===== config.mk =====
export PLATFORM = sky130hd
export DESIGN_NAME = maria_dma_arbiter
export DESIGN_NICKNAME = d
export VERILOG_FILES = /design/src/rtl/maria_dma_arbiter.sv
export SDC_FILE = /design/constraint.sdc
export NUM_CORES = 1
export LEC_CHECK = 0
export BUFFER_PORTS_ARGS = -buffer_cell sky130_fd_sc_hd__buf_4
export CORE_ASPECT_RATIO = 1.4
export CORE_UTILIZATION = 44
export DETAILED_ROUTE_END_ITERATION = 8
export PLACE_DENSITY = 0.66
export SLEW_MARGIN = 10
export SYNTH_ARGS = -nofsm -noshare
export SYNTH_HDL_FRONTEND = slang
export SYNTH_SLANG_ARGS = --single-unit

===== constraint.sdc =====
create_clock -name clk_sys -period 5 [get_ports clk_sys]
set_input_delay 0.25 -clock clk_sys [delete_from_list [all_inputs] [get_ports clk_sys]]
set_output_delay 0.25 -clock clk_sys [all_outputs]
set_load 0.1 [all_outputs]

===== src/rtl/maria_dma_arbiter.sv =====
`default_nettype none
// ============================================================================
// Module   : maria_dma_arbiter
// Brief    : Hands the Maria address bus between the 6502 (SALLY) and the
//            Maria DMA engine. A DMA request halts the CPU, waits for the
//            current CPU cycle to end plus a settle interval, grants the bus,
//            enforces a per-burst mclk1 budget and releases the CPU on mclk0.
// Revision : 1.0 - initial release
// ============================================================================
module maria_dma_arbiter #(
  parameter int SETTLE_CYCLES  = 2,
  parameter int MAX_DMA_CYCLES = 400,
  parameter int CNT_W          = 9
) (
  input  logic             clk_sys,
  input  logic             reset,
  input  logic             mclk0,
  input  logic             mclk1,
  input  logic             pclk1,
  input  logic             dma_en,
  input  logic             line_start,
  input  logic             dma_req,
  input  logic             dma_done,
  output logic             halt_n,
  output logic             drive_AB,
  output logic             dma_grant,
  output logic [CNT_W-1:0] dma_cycles,
  output logic             overrun
);

  // Settle counter only needs to reach SETTLE_CYCLES.
  localparam int                 c_SET_W       = (SETTLE_CYCLES < 2) ? 1 : $clog2(SETTLE_CYCLES + 1);
  localparam logic [c_SET_W-1:0] c_SETTLE_LAST = c_SET_W'(SETTLE_CYCLES);
  localparam logic [CNT_W-1:0]   c_MAX_CYCLES  = CNT_W'(MAX_DMA_CYCLES);

  localparam logic [2:0] c_IDLE     = 3'd0;
  localparam logic [2:0] c_HALT_REQ = 3'd1;
  localparam logic [2:0] c_SETTLE   = 3'd2;
  localparam logic [2:0] c_GRANT    = 3'd3;
  localparam logic [2:0] c_RELEASE  = 3'd4;

  logic [2:0]         r_state;
  logic [2:0]         w_state_nxt;

  logic               r_halt_n;
  logic               r_drive_ab;
  logic               r_dma_grant;
  logic [CNT_W-1:0]   r_dma_cycles;
  logic               r_overrun;
  logic [c_SET_W-1:0] r_settle_cnt;

  logic               w_halt_n_nxt;
  logic               w_drive_ab_nxt;
  logic               w_dma_grant_nxt;
  logic [CNT_W-1:0]   w_dma_cycles_nxt;
  logic               w_overrun_nxt;
  logic [c_SET_W-1:0] w_settle_cnt_nxt;

  logic               w_run_ok;
  logic [c_SET_W-1:0] w_settle_inc;
  logic               w_settle_done;
  logic [CNT_W-1:0]   w_cycles_inc;
  logic               w_budget_hit;
  logic               w_grant_release;
  logic               w_overrun_set;

  // A request is live only while DMA is globally enabled.
  assign w_run_ok        = dma_req && dma_en;
  assign w_settle_inc    = r_settle_cnt + c_SET_W'(1);
  assign w_settle_done   = mclk1 && (w_settle_inc >= c_SETTLE_LAST);
  assign w_cycles_inc    = r_dma_cycles + CNT_W'(1);
  // Budget is exhausted on the mclk1 that brings the count to the limit.
  assign w_budget_hit    = mclk1 && (w_cycles_inc >= c_MAX_CYCLES);
  assign w_grant_release = dma_done || w_budget_hit || !dma_en;
  // A coincident dma_done makes the release a normal one.
  assign w_overrun_set   = (r_state == c_GRANT) && w_budget_hit && !dma_done;

  // State register.
  always_ff @(posedge clk_sys) begin
    if (reset) begin
      r_state <= c_IDLE;
    end else begin
      r_state <= w_state_nxt;
    end
  end

  // Next-state logic; aborts take priority over the advancing strobe.
  always_comb begin
    w_state_nxt = r_state;
    case (r_state)
      c_IDLE: begin
        if (w_run_ok) w_state_nxt = c_HALT_REQ;
      end
      c_HALT_REQ: begin
        if (!w_run_ok)  w_state_nxt = c_RELEASE;
        else if (pclk1) w_state_nxt = c_SETTLE;
      end
      c_SETTLE: begin
        if (!dma_en)            w_state_nxt = c_RELEASE;
        else if (w_settle_done) w_state_nxt = c_GRANT;
      end
      c_GRANT: begin
        if (w_grant_release) w_state_nxt = c_RELEASE;
      end
      c_RELEASE: begin
        if (mclk0) w_state_nxt = c_IDLE;
      end
      default: w_state_nxt = c_IDLE;
    endcase
  end

  // Output logic: next values of the registered outputs and counters.
  always_comb begin
    w_halt_n_nxt     = r_halt_n;
    w_drive_ab_nxt   = r_drive_ab;
    w_dma_grant_nxt  = r_dma_grant;
    w_dma_cycles_nxt = r_dma_cycles;
    w_settle_cnt_nxt = r_settle_cnt;
    case (r_state)
      c_IDLE: begin
        if (w_run_ok) w_halt_n_nxt = 1'b0;
      end
      c_HALT_REQ: begin
        if (w_run_ok && pclk1) w_settle_cnt_nxt = '0;
      end
      c_SETTLE: begin
        if (dma_en && mclk1) begin
          w_settle_cnt_nxt = w_settle_inc;
          if (w_settle_done) begin
            w_drive_ab_nxt   = 1'b1;
            w_dma_grant_nxt  = 1'b1;
            w_dma_cycles_nxt = '0;
          end
        end
      end
      c_GRANT: begin
        if (mclk1 && (r_dma_cycles < c_MAX_CYCLES)) w_dma_cycles_nxt = w_cycles_inc;
        if (w_grant_release) begin
          w_drive_ab_nxt  = 1'b0;
          w_dma_grant_nxt = 1'b0;
        end
      end
      c_RELEASE: begin
        if (mclk0) w_halt_n_nxt = 1'b1;
      end
      default: begin
        w_halt_n_nxt    = 1'b1;
        w_drive_ab_nxt  = 1'b0;
        w_dma_grant_nxt = 1'b0;
      end
    endcase
    // Sticky overrun: setting beats a coincident line_start clear.
    if (w_overrun_set)   w_overrun_nxt = 1'b1;
    else if (line_start) w_overrun_nxt = 1'b0;
    else                 w_overrun_nxt = r_overrun;
  end

  // Output and counter registers.
  always_ff @(posedge clk_sys) begin
    if (reset) begin
      r_halt_n     <= 1'b1;
      r_drive_ab   <= 1'b0;
      r_dma_grant  <= 1'b0;
      r_dma_cycles <= '0;
      r_overrun    <= 1'b0;
      r_settle_cnt <= '0;
    end else begin
      r_halt_n     <= w_halt_n_nxt;
      r_drive_ab   <= w_drive_ab_nxt;
      r_dma_grant  <= w_dma_grant_nxt;
      r_dma_cycles <= w_dma_cycles_nxt;
      r_overrun    <= w_overrun_nxt;
      r_settle_cnt <= w_settle_cnt_nxt;
    end
  end

  assign halt_n     = r_halt_n;
  assign drive_AB   = r_drive_ab;
  assign dma_grant  = r_dma_grant;
  assign dma_cycles = r_dma_cycles;
  assign overrun    = r_overrun;

endmodule
`default_nettype wire


Word level (Yosys, flattened, before mapping)
Cells that the tools add are included.

word-level totals
  register bits = 17
  bits of input ports = 9
  output and inout bits = 13
  word-level logic and storage cells = 73

cells by class
  add/subtract/negate cells = 2
  $lt $le $gt $ge = 3
  equality and inequality tests = 13
  mux-type cells = 24
  bitwise operators = 2
  reduce and logical (&&, ||, !) cells = 23

operators with widths
  cell                                               number
  2-to-1 mux 9 bit                                   3
  2-to-1 mux 3 bit                                   7
  case mux 9 bit (2 select lines)                    1
  case mux 3 bit (5 select lines)                    1
  inequality test 2 bit, second input constant       6
  adder 9 x 1 -> 9 bit, second input constant        1
  >= comparator 9 bit, second input constant         1
  less-than comparator 9 bit, second input constant  1
  logical AND 1 bit                                  8
  AND reduction 4 bit                                2
  2-to-1 mux 1 bit                                   7
  == test 3 x 2 -> 1 bit, second input constant      2
  inequality test 3 bit, second input constant       2
  case mux 1 bit (3 select lines)                    2
  AND reduction 3 bit                                2
  nonzero test 2 bit                                 3
  OR reduction 3 bit                                 2
  AND reduction 5 bit                                1
  2-to-1 mux 2 bit                                   2
  case mux 2 bit (2 select lines)                    1
  == test 3 x 1 -> 1 bit, second input constant      1
  == test 3 bit, second input constant               1
  zero test 3 bit                                    1
  adder 2 x 1 -> 2 bit, second input constant        1
  other kinds (5)                                    8

Depth between registers and ports, before layout
Gate-level depths: netlist of the first run.

  depth in word-level cells = 7
  gate-level depth with buffers = 6
  gate-level depth less buffers = 6

Worst setup path before layout of the first run
No wires, ideal clock.

  kind = register to register
  from = reg r_dma_cycles[6] (netlist: dma_cycles[6])
  to = reg r_state[2]
  setup time = 0.061 ns
  data arrival time = 2.372 ns
  data required time = 4.939 ns
  path slack = 2.568 ns
  cell stages (with the launch flop) = 7
  path buffers = 1
  period minus slack after synthesis = 2.432 ns
  cells stage by stage = dfxtp_1 buf_2 nand3_1 or4_1 o211a_1 o21ai_1 and4_1

between the ends
  word-level cells in the longest chain between the ends = 7

RTL lines
  what                                    RTL line  RTL
  start, declared                         48        logic [CNT_W-1:0] r_dma_cycles;
  start signal, assigned                  171       r_dma_cycles <= w_dma_cycles_nxt;
  adder 9 x 1 -> 9 bit                    71        assign w_cycles_inc = r_dma_cycles + CNT_W'(1);
  >= comparator 9 bit                     73        assign w_budget_hit = mclk1 && (w_cycles_inc >= c_MAX_CYCLES);
  logical AND 1 bit                       73
  logical OR 1 bit (2 in a row)           74        assign w_grant_release = dma_done || w_budget_hit || !dma_en;
  inequality test 2 bit (no source line)  -
  AND reduction 5 bit (no source line)    -
  end signal, assigned                    81        r_state <= c_IDLE;
  end signal, assigned                    83        r_state <= w_state_nxt;
  end, declared                           42        logic [2:0] r_state;

No other way between the ends.
A chain may end at the register's enable or synchronous reset.

Final worst setup path of the first run
  from = reg r_state[0]
  to = reg r_dma_cycles[4] (netlist: dma_cycles[4])

between the ends
  word-level cells in the longest chain between the ends = 3
  elaborated cells on any way between the ends = 8
  those cells by class = 5 x eq/ne; 1 x mux; 2 x reduce/logical

RTL lines
  what                                                                           RTL line  RTL
  == test 3 x 2 -> 1 bit                                                         119       case (r_state)
  inequality test 2 x 1 -> 1 bit (no source line), or another cell as far along  -
  AND reduction 4 bit (no source line)                                           -

Parallel ways exist; a longest one is shown, timed or not.

==> out/metrics.yaml, run 1 <==
run_status:
  outcome: "finished clean"
logic_synthesis:
  yosysUniqueCellTypes: 46
  syn_area_mm2: 0.001080
  ys_ff_latch: 17
  ys_async_sr_fraction: 0
  syn_area_per_cell_um2: 7.396
  synth_top_area_frac: 0.3152
  synth_edf_count: 0
  yosysWarnings: 0
  syn_inst: 146
  synth_top_cell_by_area: "dfxtp_1"
  synth_ff_type: "dfxtp_1"
  synthTopCellsByArea: "dfxtp_1 32%, a21oi_1 7.4%, nor2_1 7.0%, nand2_1 6.3%, a311oi_1 3.2%"
  synth.net_count: 156
  yosysSeqAreaShare: 0.3152
drt:
  viasPerCell: 6.230
  drt_iter0_drc: 36
  remaining_drc_errors: 0
  dr.pass1.iters: 6
  vias: 1140
  antenna_left: 0
  wl_per_cell_um: 14.72
  wirelength_um: 2694
timing:
  final.setup.worst_slack_ps: 2899
  hold_viol_final: 0
  holdWs_ps: 246.1
  worst_pin_slew_ps: 630.0
  fmax_ghz: 0.4760
  slew_violations: 0
  setup_viol: 0
  finalClockSkew_ps: 1.410
  rsz0062_at_grt: "no"
  min_period_over_period: 0.4202
  fin_setup_tns_ps: 0
  slew_headroom: 0.5743
  min_period_ps: 2101
worst_setup_path:
  reg2reg_depth: 5
  end_kind: "flop"
  rrSetupSlack_ps: 2900
  critPathMaxFanout: 21
  crit_type: "flop to flop"
  crit_start: "r_state[0]"
  start_kind: "flop"
  cp.required_ps: 5180
  crit_path_end: "dma_cycles[4]"
  rr_endpoint: "dma_cycles[4]"
  critical_path_arrival_ps: 2290
  r2r-start: "r_state[0]"
global_route:
  overflow: 0
  use_met3: 0.02976
  grt_max_degree: 22
  grt_pass1_vias: 1075
  track_usage: 0.2326
  top_usage_layer: "met2"
  use_met1: 0.2609
  grtUsageMet2: 0.4200
  grt_pass1_wl_um: 4643
  antenna_found_initial: 0
finish:
  nNetsFinal: 172
  layout-drive-gt1-share: 0.1801
  area_delta_synth_final_pct: 15.06
  diodes: 0
floorplan:
  initial_core_util: 0.4794
  die_area_mm2: 0.002659
  ios: 22
  core-area_mm2: 0.002252
  rows: 20
  die_h_um: 60.62
  die_x_um: 43.87
placed_design:
  place_ws_ps: 2958
  io_buffer_count: 21
  dp_hpwl_um: 1969
  globalplace.congestion: 0.8486
clock_network:
  cts_tree: "yes"
  cts-htree-levels: 1
  cts.sinks: 17
  postCtsSetupRepairBufs: 0
  clkSlewWorstSetupHoldPaths_ps: 100
  cts_hold_buffers: 0
  cts_resized: 0
  cts-buffers-inserted: 3
  cts_root_buf: "clkbuf_4"
  cts_buffer_depth: 2
  insertion_delay_ps: 290
flow_run:
  maxCapViolCount: 0
min_path:
  hold_class: "input pin to flop"
pwr:
  power_density_mw_per_mm2: 338.8
  peakVddDrop_mv: 0.2317
  p_leak_nw: 0.4352
[stage by stage]
| stage | cell area, um^2 | utilization | power (W) | cells |
|---|---|---|---|---|
| after CTS | 1242 | 0.5517 | 0.0004252 | 183 |
| after floorplan | 1080 | - | 0.0003166 | 146 |
| final | 1242 | 0.5517 | 0.0004209 | 183 |
| after global placement | 1215 | 0.5394 | 0.0003454 | 179 |
| after detailed placement | 1215 | 0.5394 | 0.0003477 | 179 |
| after global routing | 1242 | 0.5517 | 0.0004573 | 183 |
[layout by cell type (no fill, tap or decap), drive strengths merged, types with 2 or more instances in the layout]
master and instances:
buf 21, nor2b 2, o21a 3, inv 2
a21oi 16, nor3 2, nand3 4, clkbuf 3
or3 3, nand4b 2, dfxtp 17, a31oi 2
o211ai 2, nand3b 2, o41ai 2, a311oi 4
o22ai 2, nand2 18, o21ai 8, nand2b 4
nor2 20
[metal layers]
metal  vias to the layer above  wire (um)
li1                        567          -
met2                        29       1425
met5                         -          0
met3                         6         73
met4                         0         48
met1                       538       1147
[where the power goes]
group / internal, W / leakage [nW] / total, W / switching, W
Clock: 0.0000298 / 0.0177 / 0.0000734 / 0.0000436
Sequential: 0.000151 / 0.138 / 0.000201 / 0.0000494
Combinational: 0.0000610 / 0.280 / 0.000147 / 0.0000857
[cell families (layout without fill, tap and decap cells)]
family	after synthesis	count (layout)	share of synthesized area
fa+ha+maj	1	1	0.01159
flops	17	17	0.3152
simple gates	68	68	0.3256
buf+inv	12	27	0.05330
xor+xnor	1	1	0.008113
compound gates	47	47	0.2862
[how the worst min path moves through the flow]
| stage | startpoint | to | depth (start not counted) |
|---|---|---|---|
| 2_1_floorplan | line_start | overrun | 2 |
| 3_3_place_gp | halt_n | halt_n | 1 |
| 3_5_place_dp | halt_n | halt_n | 1 |
| 4_1_cts | reset | dma_grant | 2 |
| 5_1_grt | reset | dma_cycles[6] | 2 |
| 6_report | reset | dma_grant | 2 |
[synth_stat cells (2+ instances only)]
cell and instances:
o41ai_1 2, a31oi_1 2, a311oi_1 4, nor2b_1 2, o22ai_1 2, inv_1 2
nand3b_1 2, dfxtp_1 17, nand2b_1 4, nor2_1 20, o21a_1 3, nand4b_1 2
nand2_1 18, o211ai_1 2, clkbuf_1 6, nand3_1 4, a21oi_1 16, nor3_1 2
or3_1 3, o21ai_0 7
[critical path, cell delays in order, from the launching register on]
cell     delay (ps)
dfxtp_1         730
nand2_1         190
nor3_1          460
o21ai_0         310
o21ai_0         220
a21oi_1          90
[cell type report]
type	count	area, um^2
Timing Repair Buffer	21	157.7
Inverter	2	7.507
Multi-Input combinational cell	117	681.9
Tap cell	22	27.53
Clock buffer	3	22.52
Sequential cell	17	340.3
Clock inverter	1	5.005
Fill cell	230	1010
[sequential cells by signal, summed over array words and instances, names as in the netlist]
| register | flops |
|---|---|
| dma_cycles | 9 |
| r_state | 3 |
| r_settle_cnt | 2 |
| dma_grant | 1 |
| halt_n | 1 |
| overrun | 1 |
Note: power is estimated with default switching activity, not from simulation.
==> run 2, diff against run 1 <==
clock period = 2.14 ns   (was 5 ns; I/O delays follow)
==> out/metrics.yaml, run 2 (synthesized netlist as in run 1, its figures left out) <==
clock_network:
  cts_buffer_depth: 2  # unchanged
  postCtsSetupRepairBufs: 0  # unchanged
  cts-htree-levels: 1  # unchanged
  insertion_delay_ps: 290  # about the same
  cts_root_buf: "clkbuf_4"
  cts_tree: "yes"
  cts_hold_buffers: 0  # unchanged
  clkSlewWorstSetupHoldPaths_ps: 100  # about the same
  cts_resized: 0  # unchanged
  cts.sinks: 17  # unchanged
  cts-buffers-inserted: 3  # unchanged
timing:
  worst_pin_slew_ps: 497.7  # -132.3 ps
  slew_headroom: 0.6635  # +0.08924
  finalClockSkew_ps: 2.911  # +1.501 ps
  setup_viol: 0  # unchanged
  hold_viol_final: 0  # unchanged
  min_period_ps: 1800  # -300.8 ps
  rsz0062_at_grt: "no"
  fmax_ghz: 0.5555  # +17%
  min_period_over_period: 0.8412  # +0.4210
  slew_violations: 0  # unchanged
  fin_setup_tns_ps: 0  # unchanged
  holdWs_ps: 79.91  # -166.2 ps
floorplan:
  die_area_mm2: 0.002659  # unchanged
  ios: 22  # unchanged
  die_x_um: 43.87  # unchanged
  rows: 20  # unchanged
  initial_core_util: 0.4794  # unchanged
  die_h_um: 60.62  # unchanged
  core-area_mm2: 0.002252  # unchanged
flow_run:
  maxCapViolCount: 0  # unchanged
finish:
  final_cell_mix: "26 x buf_4, 20 x nor2_1, 18 x nand2_1, 16 x a21oi_1, 10 x dfxtp_1"
  final_util: 0.5722  # +0.02055
  fin_area_mm2: 0.001289  # +3.7%
  diodes: 0  # unchanged
  largest_reg_flops: 9  # unchanged
  layout-drive-gt1-share: 0.2470  # +0.06686
  nNetsFinal: 177  # +2.9%
  area_delta_synth_final_pct: 19.35
  final_common_cell: "buf_4"
pwr:
  power_density_mw_per_mm2: 791.4  # +130%
  power_w: 0.001020  # +140%
  peakVddDrop_mv: 0.6540  # +180%
  p_leak_nw: 0.4643  # +6.7%
worst_setup_path:
  crit_family: "simple AND/OR/NAND/NOR gates"
  critPathBufInv: 0  # unchanged
  start_kind: "flop"
  critical_path_arrival_ps: 2000  # -290 ps
  cp_slowest_stage_delay_ps: 560  # -170 ps
  cp_common_cell: "nor2_1"
  crit_type: "flop to flop"
  end_kind: "flop"
  cp.required_ps: 2340  # -2840 ps
  path_cells: "o311a_1, or4b_4, nor2_1, nor2_1, a311oi_1"
  slowest_stage: "or4b_4"
  critPathMaxFanout: 8  # -62%
min_path:
  hold_class: "input pin to flop"
drt:
  dr.pass1.iters: 6  # unchanged
  antenna_left: 0  # unchanged
  wl_per_cell_um: 14.37  # -2.4%
  viasPerCell: 6.053  # -2.8%
  drt_iter0_drc: 25  # -31%
  remaining_drc_errors: 0  # unchanged
  wirelength_um: 2702  # +0.30%
  vias: 1138  # -0.18%
run_status:
  outcome: "finished clean"
placed_design:
  globalplace.congestion: 0.9108  # +7.3%
  io_buffer_count: 21  # unchanged
  dp_hpwl_um: 2060  # +4.6%
  place_area_mm2: 0.001261  # +3.8%
global_route:
  grt_max_degree: 18  # -18%
  grt_pass1_vias: 1055  # -1.9%
  track_usage: 0.2289  # -0.003715
  grt_pass1_wl_um: 4554  # -1.9%
  antenna_found_initial: 0  # unchanged
  overflow: 0  # unchanged
run 2: cell types whose count changed in the layout (fill, tap and decap cells not counted):
cell     delta
buf_4       +5
dfxtp_1     -7
dfxtp_2     +7
run 2: layout make-up:
cell class / count / area (um^2)
Clock buffer: 3 / 22.52
Clock inverter: 1 / 5.005
Fill cell: 238 / 963.4
Inverter: 2 / 7.507
Multi-Input combinational cell: 117 / 681.9
Sequential cell: 17 / 349.1
Tap cell: 22 / 27.53
Timing Repair Buffer: 26 / 195.2
run 2: per-layer routing:
layer	GRT usage	vias to the layer above	share of wire
met3	0.02679	2	0.019
met5	0	-	0
met4	0.09091	0	0.0074
met2	0.4243	20	0.54
met1	0.2646	537	0.44
li1	-	579	-
run 2: path summary, 6_finish.rpt:
check	from	endpoint	slack [ps]	cells past startpoint
worst min register to register	halt_n	halt_n	510	1
worst min-delay path	line_start	overrun	80	3
worst max register to register	dma_cycles[4]	dma_cycles[6]	340	5
worst max-delay path	dma_cycles[4]	dma_cycles[6]	340	5
run 2: worst min-delay path, stage by stage:
cell     delay (ps)
buf_4            70
or3b_2          100
o41ai_1          50
run 2: power breakdown:
group / switching, W / total, W / internal, W
clock: 0.000102 / 0.000171 / 0.0000694
combinational: 0.000255 / 0.000427 / 0.000172
sequential: 0.0000672 / 0.000422 / 0.000354
run 2: per-stage QoR:
stage | cells | worst slack [ps]
finish | 188 | 339.8
global route | 188 | 217.4
CTS | 188 | 324.7
detailed placement | 184 | 345.4
global placement | 184 | 379.6
floorplan | 146 | 17.81
